===== config.mk =====
export PLATFORM = sky130hd
export DESIGN_NAME = switch_conditioner
export DESIGN_NICKNAME = d
export VERILOG_FILES = /design/src/rtl/switch_pkg.sv /design/src/rtl/sw_debounce_bit.sv /design/src/rtl/switch_conditioner.sv
export SDC_FILE = /design/constraint.sdc
export NUM_CORES = 1
export LEC_CHECK = 0
export ABC_AREA = 1
export CAP_MARGIN = 5
export CORE_MARGIN = 2
export CORE_UTILIZATION = 65
export CTS_CLUSTER_SIZE = 24
export DETAILED_ROUTE_END_ITERATION = 6
export GPL_TIMING_DRIVEN = 1
export PLACE_DENSITY = 0.85
export SLEW_MARGIN = 20
export SYNTH_ARGS = -nofsm -noshare
export SYNTH_HDL_FRONTEND = slang
export SYNTH_SLANG_ARGS = --single-unit

===== constraint.sdc =====
create_clock -name clk_clk -period 2.55 [get_ports clk_clk]
set_input_delay 0.765 -clock clk_clk [delete_from_list [all_inputs] [get_ports clk_clk]]
set_output_delay 0.765 -clock clk_clk [all_outputs]
set_load 0.1 [all_outputs]

===== src/rtl/switch_pkg.sv =====
// switch_pkg: shared FSM state type and timing constants for the switch conditioner
package switch_pkg;
  typedef enum logic {S_INIT, S_RUN} state_t;
  localparam int INIT_WAIT = 3;
  localparam int DEBOUNCE_DEFAULT = 500000;
endpackage


===== src/rtl/sw_debounce_bit.sv =====
// sw_debounce_bit: two-flop synchroniser plus stability counter for one switch
module sw_debounce_bit #(
  parameter int DEBOUNCE_CYCLES = 500000
) (
  input  logic clk,
  input  logic rst_n,
  input  logic raw,
  input  logic load,
  input  logic run,
  output logic stable,
  output logic upd
);
  localparam int CNT_W = $clog2(DEBOUNCE_CYCLES + 1);
  logic sync1, sync2;
  logic [CNT_W-1:0] cnt;
  assign upd = run && (sync2 != stable) && (cnt == CNT_W'(DEBOUNCE_CYCLES - 1));
  always_ff @(posedge clk or negedge rst_n)
    if (!rst_n) begin
      sync1  <= 1'b0;
      sync2  <= 1'b0;
      stable <= 1'b0;
      cnt    <= '0;
    end else begin
      sync1  <= raw;
      sync2  <= sync1;
      stable <= (load || upd) ? sync2 : stable;
      cnt    <= (load || upd || !run || sync2 == stable) ? '0 : cnt + 1'b1;
    end
endmodule


===== src/rtl/switch_conditioner.sv =====
// switch_conditioner: debounced switch levels, edge pulses and a two-deep change-event stream
module switch_conditioner
  import switch_pkg::*;
#(
  parameter int NUM_SW          = 4,
  parameter int DEBOUNCE_CYCLES = DEBOUNCE_DEFAULT
) (
  input  logic              clk_clk,
  input  logic              reset_reset_n,
  input  logic [NUM_SW-1:0] sw_raw,
  output logic [NUM_SW-1:0] switches_export,
  output logic [NUM_SW-1:0] sw_rise,
  output logic [NUM_SW-1:0] sw_fall,
  output logic              evt_valid,
  input  logic              evt_ready,
  output logic [NUM_SW-1:0] evt_changed,
  output logic [NUM_SW-1:0] evt_state,
  output logic              evt_overflow,
  input  logic              ovf_clr
);
  state_t state, state_nx;
  logic [1:0] init_cnt, init_cnt_nx;
  logic load, run;
  logic [NUM_SW-1:0] chg, nstable, acc_mask, acc_state;
  logic free, acc_full;
  always_ff @(posedge clk_clk or negedge reset_reset_n)
    if (!reset_reset_n) begin
      state    <= S_INIT;
      init_cnt <= 2'd0;
    end else begin
      state    <= state_nx;
      init_cnt <= init_cnt_nx;
    end
  always_comb begin
    load        = (state == S_INIT) && (init_cnt == 2'(INIT_WAIT - 1));
    run         = state == S_RUN;
    state_nx    = load ? S_RUN : state;
    init_cnt_nx = (state == S_INIT) ? init_cnt + 2'd1 : init_cnt;
  end
  for (genvar g = 0; g < NUM_SW; g++) begin : g_bit
    sw_debounce_bit #(.DEBOUNCE_CYCLES(DEBOUNCE_CYCLES)) u_bit (
      .clk   (clk_clk),
      .rst_n (reset_reset_n),
      .raw   (sw_raw[g]),
      .load  (load),
      .run   (run),
      .stable(switches_export[g]),
      .upd   (chg[g])
    );
  end
  assign nstable  = switches_export ^ chg;
  assign free     = !evt_valid || evt_ready;
  assign acc_full = |acc_mask;
  // The accumulator only drains into the output register; new changes queue behind it.
  always_ff @(posedge clk_clk or negedge reset_reset_n)
    if (!reset_reset_n) begin
      sw_rise      <= '0;
      sw_fall      <= '0;
      evt_valid    <= 1'b0;
      evt_changed  <= '0;
      evt_state    <= '0;
      evt_overflow <= 1'b0;
      acc_mask     <= '0;
      acc_state    <= '0;
    end else begin
      sw_rise      <= chg & ~switches_export;
      sw_fall      <= chg & switches_export;
      evt_overflow <= (|(chg & acc_mask)) || (evt_overflow && !ovf_clr);
      if (free) begin
        evt_valid   <= acc_full || (|chg);
        evt_changed <= acc_full ? acc_mask : chg;
        evt_state   <= acc_full ? acc_state : nstable;
        acc_mask    <= acc_full ? chg : '0;
        acc_state   <= acc_full ? nstable : acc_state;
      end else begin
        acc_mask  <= acc_mask | chg;
        acc_state <= nstable;
      end
    end
endmodule


=== Yosys cells after proc, flatten, opt, wreduce, memory -nomap -nowiden ===
Cells that the tools add are included.

* Bits in registers: 117
* Input port bits: 8
* Output and inout bits: 22
* Logic and storage cells: 93

* Reduce and logical (&&, ||, !) cells: 31
* $add $sub $neg: 5
* Mux-type cells: 10
* Equality and inequality tests: 14
* Bitwise gates (word level): 7

{| class="wikitable"
|+ Operators with widths
! operator !! count
|-
| adder 19 x 1 -> 19 bit, second input constant || 4
|-
| equality test 19 bit, second input constant || 4
|-
| two-way mux 19 bit || 4
|-
| two-way mux 4 bit || 6
|-
| logical OR 1 bit || 15
|-
| AND 4 bit || 3
|-
| OR reduction 4 bit || 3
|-
| logical AND 1 bit || 10
|-
| equality test 1 bit || 4
|-
| != test 1 bit || 4
|-
| inverter 4 bit || 1
|-
| OR 4 bit || 1
|-
| bitwise XOR 4 bit || 1
|-
| logical NOT 1 bit || 3
|-
| adder 2 x 1 -> 2 bit, second input constant || 1
|-
| equality test 2 bit, second input constant || 1
|-
| != test 2 x 1 -> 1 bit, second input constant || 1
|-
| inverter 1 bit || 1
|}

=== Depth between registers and ports, before layout ===
Gate-level depths: netlist (run 1).

* Depth in word-level cells: 7
* Depth in mapped cells: 10
* Gate-level depth less buffers: 10

=== Cells and area by module ===
A second synthesis (run 1) with hierarchy kept.

* Cell total of the unflattened synthesis: 824
* Area total of the unflattened synthesis: 6444.9 µm²

{| class="wikitable"
|+ By module, submodules not included
! module !! instances !! cells an instance !! seq. area each (µm²) !! area each (µm²)
|-
| sw_debounce_bit || 4 || 173 || 550.5 || 1291.2
|-
| switch_conditioner || 1 || 132 || 725.7 || 1280.0
|}

=== Least setup slack after synthesis (run 1) ===
No wires, ideal clock.

* Path kind: register -> register
* Start: reg evt_valid
* End: reg evt_changed[0]
* Slack: 0.620 ns
* Path buffers: 2
* Stages on the path, launching flop included: 8
* Required time: 2.418 ns
* Clock period less this slack: 1.930 ns
* Setup time: 0.132 ns
* Arrival time: 1.798 ns
* Cell sequence: dfrtp_1 inv_1 nor2_1 clkbuf_1 inv_1 clkbuf_1 nand2_1 o211ai_1

* Cells in the longest elaborated chain, start to end: 2

{| class="wikitable"
|+ Ends and longest elaborated chain
! item !! RTL line !! RTL
|-
| from (decl) || switch_conditioner.sv:14 || <nowiki>output logic evt_valid,</nowiki>
|-
| from (signal assigned) || switch_conditioner.sv:70 || <nowiki>evt_valid <= acc_full || (|chg);</nowiki>
|-
| logical NOT 1 bit || switch_conditioner.sv:52 || <nowiki>assign free = !evt_valid || evt_ready;</nowiki>
|-
| logical OR 1 bit || switch_conditioner.sv:52 ||
|-
| to (signal assigned) || switch_conditioner.sv:71 || <nowiki>evt_changed <= acc_full ? acc_mask : chg;</nowiki>
|-
| to (decl) || switch_conditioner.sv:16 || <nowiki>output logic [NUM_SW-1:0] evt_changed,</nowiki>
|}

Every way passes these cells.
A chain may end at the register's enable or synchronous reset.

=== Worst setup path after layout (run 1) ===
* Start: reg g_bit[2].u_bit.stable
* End: reg evt_state[2]

* Cells in the longest elaborated chain, start to end: 5

{| class="wikitable"
|+ Ends and longest elaborated chain
! item !! RTL line !! RTL
|-
| from (decl) || sw_debounce_bit.sv:10 || <nowiki>output logic stable,</nowiki>
|-
| from (signal assigned) || sw_debounce_bit.sv:26 || <nowiki>stable <= (load || upd) ? sync2 : stable;</nowiki>
|-
| != test 1 bit || sw_debounce_bit.sv:16 || <nowiki>assign upd = run && (sync2 != stable) && (cnt == CNT_W'(DEBOUNCE_CYCLES - 1));</nowiki>
|-
| logical AND 1 bit (2 in series) || sw_debounce_bit.sv:16 ||
|-
| bitwise XOR 4 bit * || switch_conditioner.sv:51 || <nowiki>assign nstable = switches_export ^ chg;</nowiki>
|-
| two-way mux 4 bit * || switch_conditioner.sv:72 || <nowiki>evt_state <= acc_full ? acc_state : nstable;</nowiki>
|-
| to (signal assigned) || switch_conditioner.sv:72 ||
|-
| to (decl) || switch_conditioner.sv:17 || <nowiki>output logic [NUM_SW-1:0] evt_state,</nowiki>
|}

Every way passes the cells marked *; elsewhere a longest branch is shown, timed or not.

==> results of run 1 <==
==> sequential cells by signal (all words and copies together) (netlist names) <==
name and count:
g_bit.u_bit.sync2 4, acc_mask 4, evt_valid 1, g_bit.u_bit.stable 4
g_bit.u_bit.cnt 76, g_bit.u_bit.sync1 4, init_cnt 2, evt_changed 4
sw_fall 4, run 1, evt_overflow 1, sw_rise 4
evt_state 4, acc_state 4
==> routing by layer <==
layer	part of all wire (%)	vias to the layer above	track usage [%]
met5	0	-	0
met4	2.0	0	10.8
met3	5.8	31	7.87
met2	51	189	50.8
met1	41	2624	36.8
li1	-	2561	-
==> power groups by stage <==
stage	clock network [mW]	logic [mW]	registers, mW
finish	2.57	0.264	1.97
global route	2.68	0.301	1.98
CTS	2.58	0.268	1.97
detailed placement	0	0.264	2.00
global placement	0	0.253	1.99
floorplan	0	0.164	2.01
==> cell type report <==
type                       instances  area, µm²  share of cell area, %
clock inverter                    13        205                   2.88
timing repair buffer              33        288                   4.04
multi-input combinational        555       2740                   38.5
clock buffer                      19        432                   6.06
inverter                         103        387                   5.43
sequential                       117       2930                   41.1
tap                              111        139                   1.95
==> worst paths after layout <==
check | from | slack [ns] | endpoint
min in group clk_clk | g_bit[2].u_bit.sync1 | 0.35 | g_bit[2].u_bit.sync2
max reg2reg | g_bit[2].u_bit.stable | 0.40 | evt_state[2]
max in group asynchronous | reset_reset_n | 1.78 | g_bit[0].u_bit.cnt[1]
min | reset_reset_n | 0.19 | g_bit[3].u_bit.cnt[18]
min reg2reg | g_bit[2].u_bit.sync1 | 0.35 | g_bit[2].u_bit.sync2
max | g_bit[2].u_bit.stable | 0.40 | evt_state[2]
==> cells in the final DEF, fill, tap and decap left out, types with 16 or more instances in the layout <==
| cell type | netlist | routed |
|---|---|---|
| nand2_1 | 170 | 170 |
| nor2_1 | 140 | 140 |
| dfrtp_1 | 117 | 117 |
| inv_1 | 102 | 102 |
| nand3_1 | 65 | 65 |
| nor3_1 | 40 | 40 |
| buf_4 | 4 | 25 |
| xor2_1 | 24 | 24 |
| a21oi_1 | 20 | 20 |
| nor2_2 | 18 | 18 |
| clkbuf_16 | 0 | 16 |
==> kinds of logic after synthesis <==
kind of cell	synth area share, %
AND/OR/NAND/NOR	33.7
flip-flops	47.6
buffers and inverters	7.93
AO/OA/AOI/OAI	3.96
XOR/XNOR	4.27
adder cells (fa/ha/maj)	2.64
==> per-stage QoR <==
| stage | area [µm²] | std cells |
|---|---|---|
| 2_1_floorplan | 6160 | 787 |
| 3_3_place_gp | 6480 | 919 |
| 3_5_place_dp | 6480 | 919 |
| 4_1_cts | 7120 | 951 |
| 5_1_grt | 7120 | 951 |
| 6_report | 7120 | 951 |
==> results.md, run 1 <==
- CP max FO: 5
- CTS sink cnt: around 120
- Synth area leader: dfrtp_1
- CP Capture Type: flop
- Async SR Flop Fraction: 100%
- Vias per inst: between 5 and 6
- Hold Crit Class: primary input to async pin
- CP bufs+invs: 2
- H-tree depth: 4
- Number of placement rows: 35
- CTS tree: built
- Inserted Clock Buffers: 17
- Switch Pwr: around 1.1 mW
- Largest net degree at the start of global routing: between 40 and 50
- Setup bufs post-CTS: 0
- Cts hold-fix bufs: 0
- Final WS setup: slightly above 0.4 ns
- CP top delay family: simple AND/OR/NAND/NOR gates
- Switch share: 22.9%
- Die span in y: between 100 and 150 µm
- Slew headroom: between 60 and 70%
- Layout cells sized above 1: between 10% and 20%
- Finished Core Util: between 70 and 80%
- Die Area: around 0.01 mm²
- Clock buffer depth: 2
- Fin crit period: 2.15 ns
- Gr ovfl total: 0
- Hpwl dp: 9430 µm
- Post-Synthesis Cells: ~790
- Endpoints failing setup: 0
- Initial antenna violation count: 0
- Tightest Pin Transition: 0.538 ns
- GRT Util Overall: 29.8%
- Via total after detailed routing: around 5400
- Maxcap violations: 0
- WP depth: 9
- Pre-CTS setup slack: around 0.34 ns
- Die X: 101 µm
- Hold slack: around 0.19 ns
- Final Slew Violations: 0
- Mapped cell area: 0.00616 mm²
- Cell variety after synth: 31
- Most numerous cell in the Yosys netlist: nand2_1
- Diodes inserted: 0
- Starting Density: approximately 67%
- Final Hold Fails: 0
- Routed Wire Length: 14300 µm
- Internal power: 3.70 mW
- Comb pwr share: between 5 and 6%
- Seq pwr share: 41.1%
- Area growth from synthesis to layout: 15.6%
- RSZ-0062 raised after global routing: no
- Post-synth top cells: nand2_1 (170), nor2_1 (140), dfrtp_1 (117), inv_1 (102), nand3_1 (65)
- Final setup TNS: 0 ns
- 1st-iter DRT viols: approximately 350
- DR WL/cell: roughly 15 µm
- Global-route wire length before repair: 23800 µm
- Clock share of power: between 50% and 60%
- Critical Path, Cell by Cell: inv_1 > nand2_1 > nand3_1 > inv_1 > nand3_1 > nor2_1 > ha_1 > or2_2 > a21oi_1
- Number of synthesized flops with an enable pin: 0
- Startpoint Class: flop
- Tot Pwr: a little under 5 mW
- Syn_nets: slightly above 800
- Vias in the first global route: ~5200
- Layout fillers: slightly above 600
- Worst-Skew Late Latency: about 0.53 ns
- Synth Register Bits: roughly 120
- Status: finished clean
- Kind of critical path: flop to flop
- Worst Path Arrival: approximately 2.6 ns
- Synthesized area per cell: between 7 and 8 µm²
- Remaining DRCs: 0
- Nets: 848
- Yosys top cell area share: 47.6%
- TritonRoute pass-1 iters: 6
- Yosys synthesis warning count: 0
- Antenna-violating nets left: 0
- Period utilization: a little over four fifths
- Top Ports: 30
- Root buffer cell: clkbuf_8
- Input/output buffers: 29
- Synth area leaders: dfrtp_1 (48%), nand2_1 (10%), nor2_1 (8.5%)
- Clock skew: around 0.0070 ns
- Max Fclk: 466 MHz
- Required time worst endpoint: approximately 3 ns
- Core box area: 0.00920 mm²
- Post-CTS resize count: 0
- Max VDD drop: 552 µV
- CP max stage cell: dfrtp_1
- Worst R2R Path Depth: 9
- CP max stage delay: between 0.4 and 0.5 ns
- Main synth FF type: dfrtp_1
- Leak: roughly 3.3 nW
- Sequential-to-total area share from yosys stat: a little under half
- P per Cell Area: approximately 670 mW/mm²
- Reg clk slew, reported paths: approximately 0.060 ns
- GPL Wtd Cong: about 0.98
(Power assumes the default switching activity.)
==> run 2: changes to the inputs <==
- CORE_UTILIZATION: 65 -> 55
- PLACE_DENSITY: 0.85 -> 0.77
- clock period: 2.55 -> 1.89 ns (I/O delays scaled with it)
==> run 2 against run 1 <==
Against the previous run: critical path depth is 7 lower; critical path type is now flop to output port; register-to-register slack got worse by 0.32 ns; via count down 1.5%; routed wire length down 2.6%; clock skew is 0.0034 ns higher; sequential share of layout area is 3.3 points lower; worst setup slack worse by 0.36 ns; cell count is 7.0% higher.
==> results.md, run 2 (synthesized netlist as in run 1, its figures left out) <==
- DP Area: 0.00704 mm² (+8.5%)
- Core box area: 0.0109 mm² (+18%)
- Root buffer cell: clkbuf_8
- Maxcap violations: 0 (unchanged)
- Startpoint Class: flop
- H-tree depth: 4 (unchanged)
- Fin crit period: roughly 1.8 ns
- CTS sink cnt: 117 (unchanged)
- RR Startpoint: g_bit[0].u_bit.cnt[7]
- Starting Density: 56.6% (-10 points)
- GRT Util Overall: 25.3% (-4.5 points)
- Most frequent cells in the layout: nand2_1 (169), nor2_1 (138), dfrtp_1 (116)
- Antenna-violating nets left: 0 (unchanged)
- Vias per inst: 5.23 (-7.9%)
- Area growth from synthesis to layout: 25.7%
- Hold slack: 0.348 ns (+0.156 ns)
- TritonRoute pass-1 iters: 6 (unchanged)
- Layout cells sized above 1: 17.0% (+5.4 points)
- DR WL/cell: 13.6 µm (-9.0%)
- Die Area: 0.0121 mm² (+17%)
- CP top delay family: flip-flops
- Diodes inserted: 0 (unchanged)
- Initial antenna violation count: 0 (unchanged)
- Hold Crit Class: flop to flop
- Worst Path Arrival: 1.28 ns (-1.32 ns)
- Endpoints failing setup: 0 (unchanged)
- FF+latch area: 0.00293 mm² (about the same)
- Max reg flops: 76 (unchanged)
- R2r endpoint: evt_state[0]
- Max VDD drop: 639 µV (+16%)
- CP max stage cell: dfrtp_1
- Hpwl dp: 9930 µm (+5.2%)
- Tightest Pin Transition: 0.465 ns (-0.0730 ns)
- Post-placement cell count: 980 (+6.6%)
- Nets: 886 (+4.5%)
- Startpoint of the worst hold path: g_bit[1].u_bit.sync1
- Gr ovfl total: 0 (unchanged)
- Leak: 3.59 nW (+7.7%)
- GPL Wtd Cong: 0.949 (-3.2%)
- Period utilization: 97.6%
- P per Cell Area: 819 mW/mm² (+21%)
- Required time worst endpoint: 1.32 ns (-1.68 ns)
- Multi-input gate area: 0.00280 mm² (+2.0%)
- Largest net degree at the start of global routing: 41 (-4.7%)
- Via total after detailed routing: 5326 (-1.5%)
- CP max FO: 3 (-2)
- Global-route wire length before repair: 23700 µm (-0.67%)
- Max Fclk: ~540 MHz
- M3 GR Usage: 5.63% (-2.2 points)
- Post-layout instance area: 0.00774 mm² (+8.7%)
- Tot Pwr: 6.34 mW (+32%)
- Clock skew: 0.0105 ns (+0.00344 ns)
- Input/output buffers: 29 (unchanged)
- Met2 Usage GRT: 41.8% (-9.0 points)
- Worst R2R Path Depth: 10 (+1)
- Final Slew Violations: 0 (unchanged)
- Final Hold Fails: 0 (unchanged)
- Routed Wire Length: 13900 µm (-2.6%)
- Layout fillers: 795 (+29%)
- Pre-CTS setup slack: 0.0106 ns (-0.331 ns)
- Slew headroom: 68.8% (+4.8 points)
- CP bufs+invs: 2 (unchanged)
- CTS tree: built
- Most used routing layer: met2
- Top Ports: 30 (unchanged)
- Status: finished clean
- Inserted Clock Buffers: 17 (unchanged)
- Largest reg by FF count: g_bit.u_bit.cnt
- CP Capture Type: output port
- Finished Layout Cells: 1018 (+7.0%)
- Finished Core Util: 71.1% (-6.3 points)
- Remaining DRCs: 0 (unchanged)
- Hold Path Depth: 0
- Leading cell type in the layout, fill and taps excluded: nand2_1
- Reg clk slew, reported paths: 0.06 ns (about the same)
- Worst Hold End: g_bit[1].u_bit.sync2
- 1st-iter DRT viols: 372 (+6.0%)
- Final WS setup: 0.0461 ns (-0.357 ns)
- Clock buffer depth: 2 (unchanged)
- Number of placement rows: 38 (+8.6%)
- Die X: 110 µm (+8.4%)
- Vias in the first global route: 5163 (-1.4%)
- CP max stage delay: 0.41 ns (-0.03 ns)
- Die span in y: 110 µm (+8.4%)
- Worst-Skew Late Latency: 0.53 ns (about the same)
- Met1 usage: 32.7% (-4.1 points)
- Kind of critical path: flop to output port
- Critical Path, Cell by Cell: buf_4 > buf_12
- Reg2reg setup slack: 0.08 ns (-0.32 ns)
- Final setup TNS: 0 ns (unchanged)
run 2: report_power, final:
part	internal, mW	switching [mW]	leakage, nW
registers	2.59	0.0728	1.56
clock network	2.05	1.21	0.288
logic	0.157	0.256	1.74
total	4.80	1.54	3.59
run 2: timing repair:
action                                  CTS  global route
endpoints found under the hold margin    19             0
endpoints found under the setup margin    0            13
gates resized for setup                   0            15
buffers inserted                          0             5
hold buffers                              1             0
run 2: how the worst max path moves through the flow:
stage               slack, ns                  to  depth (start not counted)             startpoint
floorplan                0.12        evt_state[2]                          8  g_bit[2].u_bit.cnt[0]
finish                   0.05  switches_export[0]                          2  g_bit[0].u_bit.stable
CTS                     0.003        evt_state[3]                          8  g_bit[3].u_bit.cnt[0]
global route            -0.06        evt_state[0]                         10  g_bit[0].u_bit.cnt[7]
global placement         0.01           evt_valid                          6              evt_ready
detailed placement       0.01        evt_state[3]                          8  g_bit[3].u_bit.cnt[0]
run 2: layout make-up:
class | count | area share [%]
Inverter | 103 | 5.00
Clock buffer | 18 | 5.53
Timing Repair Buffer | 71 | 11.0
Multi-Input combinational cell | 555 | 36.1
Tap cell | 140 | 2.26
Sequential cell | 117 | 37.8
Clock inverter | 14 | 2.26
run 2: routing by layer:
layer  up-vias  part of all wire (%)  wire length, µm
li1       2638                     -                -
met1      2520                    44             6140
met2       130                    49             6860
met3        38                   4.1              565
met4         0                   2.3              318
met5         -                     0                0
run 2: worst reg2reg max path: cells and delay by family, from the launching register on:
| family | cells | cell delay, ns |
|---|---|---|
| and+or+nand+nor | 6 | 0.80 |
| DFF | 1 | 0.40 |
| adders and majority gates | 1 | 0.24 |
| buffers and inverters | 2 | 0.16 |
| AOI/OAI and AO/OA | 1 | 0.14 |
==> run 3: changes to the inputs <==
- CORE_UTILIZATION: 55 -> 58
- DONT_BUFFER_PORTS: default -> 1
- PLACE_DENSITY: 0.77 -> 0.76
- REMOVE_ABC_BUFFERS: default -> 1
==> run 3 against run 2 <==
Against the previous run: the run now ends with negative hold slack left; combinational power is 21% lower; clock skew is 0.0025 ns lower; die area decreased by 5.0%; total power decreased by 5.3%; largest power group unchanged; sequential power about the same.
==> results.md, run 3 (synthesized netlist as in run 1, its figures left out) <==
- Status: finished with violations
- Failing checks: negative hold slack
- Die Area: 0.0115 mm² (-5.0%)
- CP max stage cell: dfrtp_1
- Most frequent cells in the layout: nand2_1 (170), nor2_1 (137), dfrtp_1 (116)
- CP max FO: 3 (unchanged)
- CP Capture Type: flop
- Die span in y: 107 µm (-2.5%)
- Seq pwr share: 44.3% (+2.3 points)
- GPL Wtd Cong: 0.927 (-2.3%)
- Clock share of power: 50.2% (-1.3 points)
- Final Slew Violations: 0 (unchanged)
- Worst Path Arrival: 2.31 ns (+1.03 ns)
- Worst-Skew Late Latency: 0.51 ns (-0.02 ns)
- Fin crit period: 1.88 ns (+0.0384 ns)
- Leading cell type in the layout, fill and taps excluded: nand2_1
- Max VDD drop: 662 µV (+3.6%)
- Internal power: 4.62 mW (-3.6%)
- Hpwl dp: 9500 µm (-4.3%)
- CP max stage delay: 0.38 ns (-0.03 ns)
- Remaining DRCs: 0 (unchanged)
- Hold Crit Class: primary input to async pin
- Antenna-violating nets left: 0 (unchanged)
- Leak: 3.39 nW (-5.4%)
- Nets: 865 (-2.4%)
- Switch Pwr: 1.38 mW (-10%)
- Startpoint Class: flop
- Gr ovfl total: 0 (unchanged)
- CP top delay family: simple AND/OR/NAND/NOR gates
- 1st-iter DRT viols: 420 (+13%)
- Global-route wire length before repair: 23400 µm (-1.2%)
- CP bufs+invs: 0 (-2)
- P per Cell Area: 833 mW/mm² (+1.8%)
- Routed Wire Length: 14000 µm (+0.85%)
- Final WS setup: 0.00767 ns (-0.0384 ns)
- Largest reg by FF count: g_bit.u_bit.cnt
- Initial antenna violation count: 0 (unchanged)
- Starting Density: 59.6% (+3.1 points)
- Finished Core Util: 69.8% (-1.3 points)
- GRT Util Overall: 25.7% (+0.32 points)
- Maxcap violations: 0 (unchanged)
- CTS tree: built
- Layout fillers: 807 (+1.5%)
- Tot Pwr: 6.00 mW (-5.3%)
- Hold slack: -0.252 ns (-0.600 ns)
- Die X: 107 µm (-2.5%)
- Slew headroom: 69.0% (+0.21 points)
- Area growth from synthesis to layout: 17.0%
- Pre-CTS setup slack: 0.0428 ns (+0.0322 ns)
- Required time worst endpoint: 2.32 ns (+1.00 ns)
- Diodes inserted: 0 (unchanged)
- Final Hold Fails: 117 (+117)
- Switch share: 23.0% (-1.3 points)
- Kind of critical path: flop to flop
- Comb pwr share: 5.4% (-1.1 points)
- DP Area: 0.00655 mm² (-6.9%)
- Clock skew: 0.00792 ns (-0.00255 ns)
- Endpoints failing setup: 0 (unchanged)
- Input/output buffers: 0 (-100%)
- Via total after detailed routing: 5299 (-0.51%)
- Critical Path, Cell by Cell: ha_2 > nand2_1 > nor2_4 > nand3_1 > nor2_2 > ha_1 > or2_2 > a21oi_1
- Root buffer cell: clkbuf_8
- R2r endpoint: evt_state[3]
- Max Fclk: 531 MHz (-2.0%)
- Largest net degree at the start of global routing: 118 (+190%)
- DR WL/cell: 14.1 µm (+3.5%)
- Worst R2R Path Depth: 8 (-2)
- Vias per inst: 5.34 (+2.1%)
- Layout cells sized above 1: 15.1% (-1.9 points)
- RR Startpoint: g_bit[3].u_bit.cnt[0]
- Reg clk slew, reported paths: 0.06 ns (about the same)
- Inserted Clock Buffers: 17 (unchanged)
- Post-layout instance area: 0.00720 mm² (-6.9%)
- Vias in the first global route: 5094 (-1.3%)
- TritonRoute pass-1 iters: 7 (+1)
- Finished Layout Cells: 992 (-2.6%)
- Core box area: 0.0103 mm² (-5.2%)
- Tightest Pin Transition: 0.461 ns (-0.00311 ns)
- Number of placement rows: 37 (-2.6%)
- Post-placement cell count: 954 (-2.7%)
- Reg2reg setup slack: 0.008 ns (-0.07 ns)
- CTS sink cnt: 117 (unchanged)
- Clock buffer depth: 2 (unchanged)
- Max reg flops: 76 (unchanged)
- Period utilization: 99.6% (+2.0 points)
- H-tree depth: 4 (unchanged)
- Top Ports: 30 (unchanged)
-- run 3: cell types whose count changed in the layout (fill, tap and decap cells not counted), sizes merged --
cell and delta:
clkinvlp -2, clkbuf +3, clkinv +2, dlygate4sd3 -1, buf -14, bufinv -1
clkdlybuf4s50 -6, inv -3
-- run 3: cell type report --
type | instances | area, µm² | area share [%]
flip-flops and latches | 117 | 2930 | 40.7
clock inverters | 10 | 106 | 1.48
repair buffers | 50 | 375 | 5.21
well taps | 136 | 170 | 2.36
inverters | 103 | 387 | 5.37
clock buffers | 21 | 449 | 6.24
multi-input cells | 555 | 2790 | 38.7
-- run 3: layer usage --
layer  GRT usage, %  share of wire [%]  wire (µm)  vias to the layer above
met5              0                  0          0                        -
met4           8.16                1.2        174                        0
met3           5.47                6.0        839                       21
met2           41.2                 48       6750                      191
met1           34.9                 45       6240                     2495
li1               -                  -          -                     2592
-- run 3: what timing repair did --
item / 4_1_cts / 5_1_grt
gates resized for setup: 0 / 13
setup endpoints to repair: 0 / 34
endpoints found under the hold margin: 117 / 117
setup buffers: 0 / 7
-- run 3: power groups by stage --
| stage | combinational (mW) | sequential [mW] | clock, mW |
|---|---|---|---|
| floorplan | 0.163 | 2.74 | 0 |
| global placement | 0.288 | 2.69 | 0 |
| detailed placement | 0.297 | 2.69 | 0 |
| CTS | 0.304 | 2.65 | 3.04 |
| global route | 0.360 | 2.67 | 3.17 |
| finish | 0.326 | 2.66 | 3.02 |
-- run 3: worst reg2reg max path, delay by kind of cell (launching register included) --
| family | cells | cell delay, ns |
|---|---|---|
| adder cells (fa/ha/maj) | 2 | 0.47 |
| AO/OA/AOI/OAI | 1 | 0.15 |
| AND/OR/NAND/NOR | 5 | 0.82 |
| flip-flops | 1 | 0.38 |
-- run 3: worst max-delay path by stage --
stage / start / to / slack, ns / depth (start not counted)
floorplan: g_bit[2].u_bit.stable / evt_state[2] / -0.52 / 9
global placement: g_bit[3].u_bit.cnt[0] / evt_state[3] / 0.12 / 8
detailed placement: g_bit[3].u_bit.cnt[0] / evt_state[3] / 0.04 / 8
CTS: g_bit[3].u_bit.cnt[0] / evt_state[3] / 0.006 / 8
global route: g_bit[3].u_bit.cnt[0] / evt_state[3] / -0.07 / 8
finish: g_bit[3].u_bit.cnt[0] / evt_state[3] / 0.008 / 8
-- run 3: per-stage QoR --
stage	TNS, ns	hold WS, ns
6_report	0	-0.252
5_1_grt	-0.119	-0.273
4_1_cts	0	-0.264
3_5_place_dp	0	0.274
3_3_place_gp	0	0.274
2_1_floorplan	-3.23	0.271
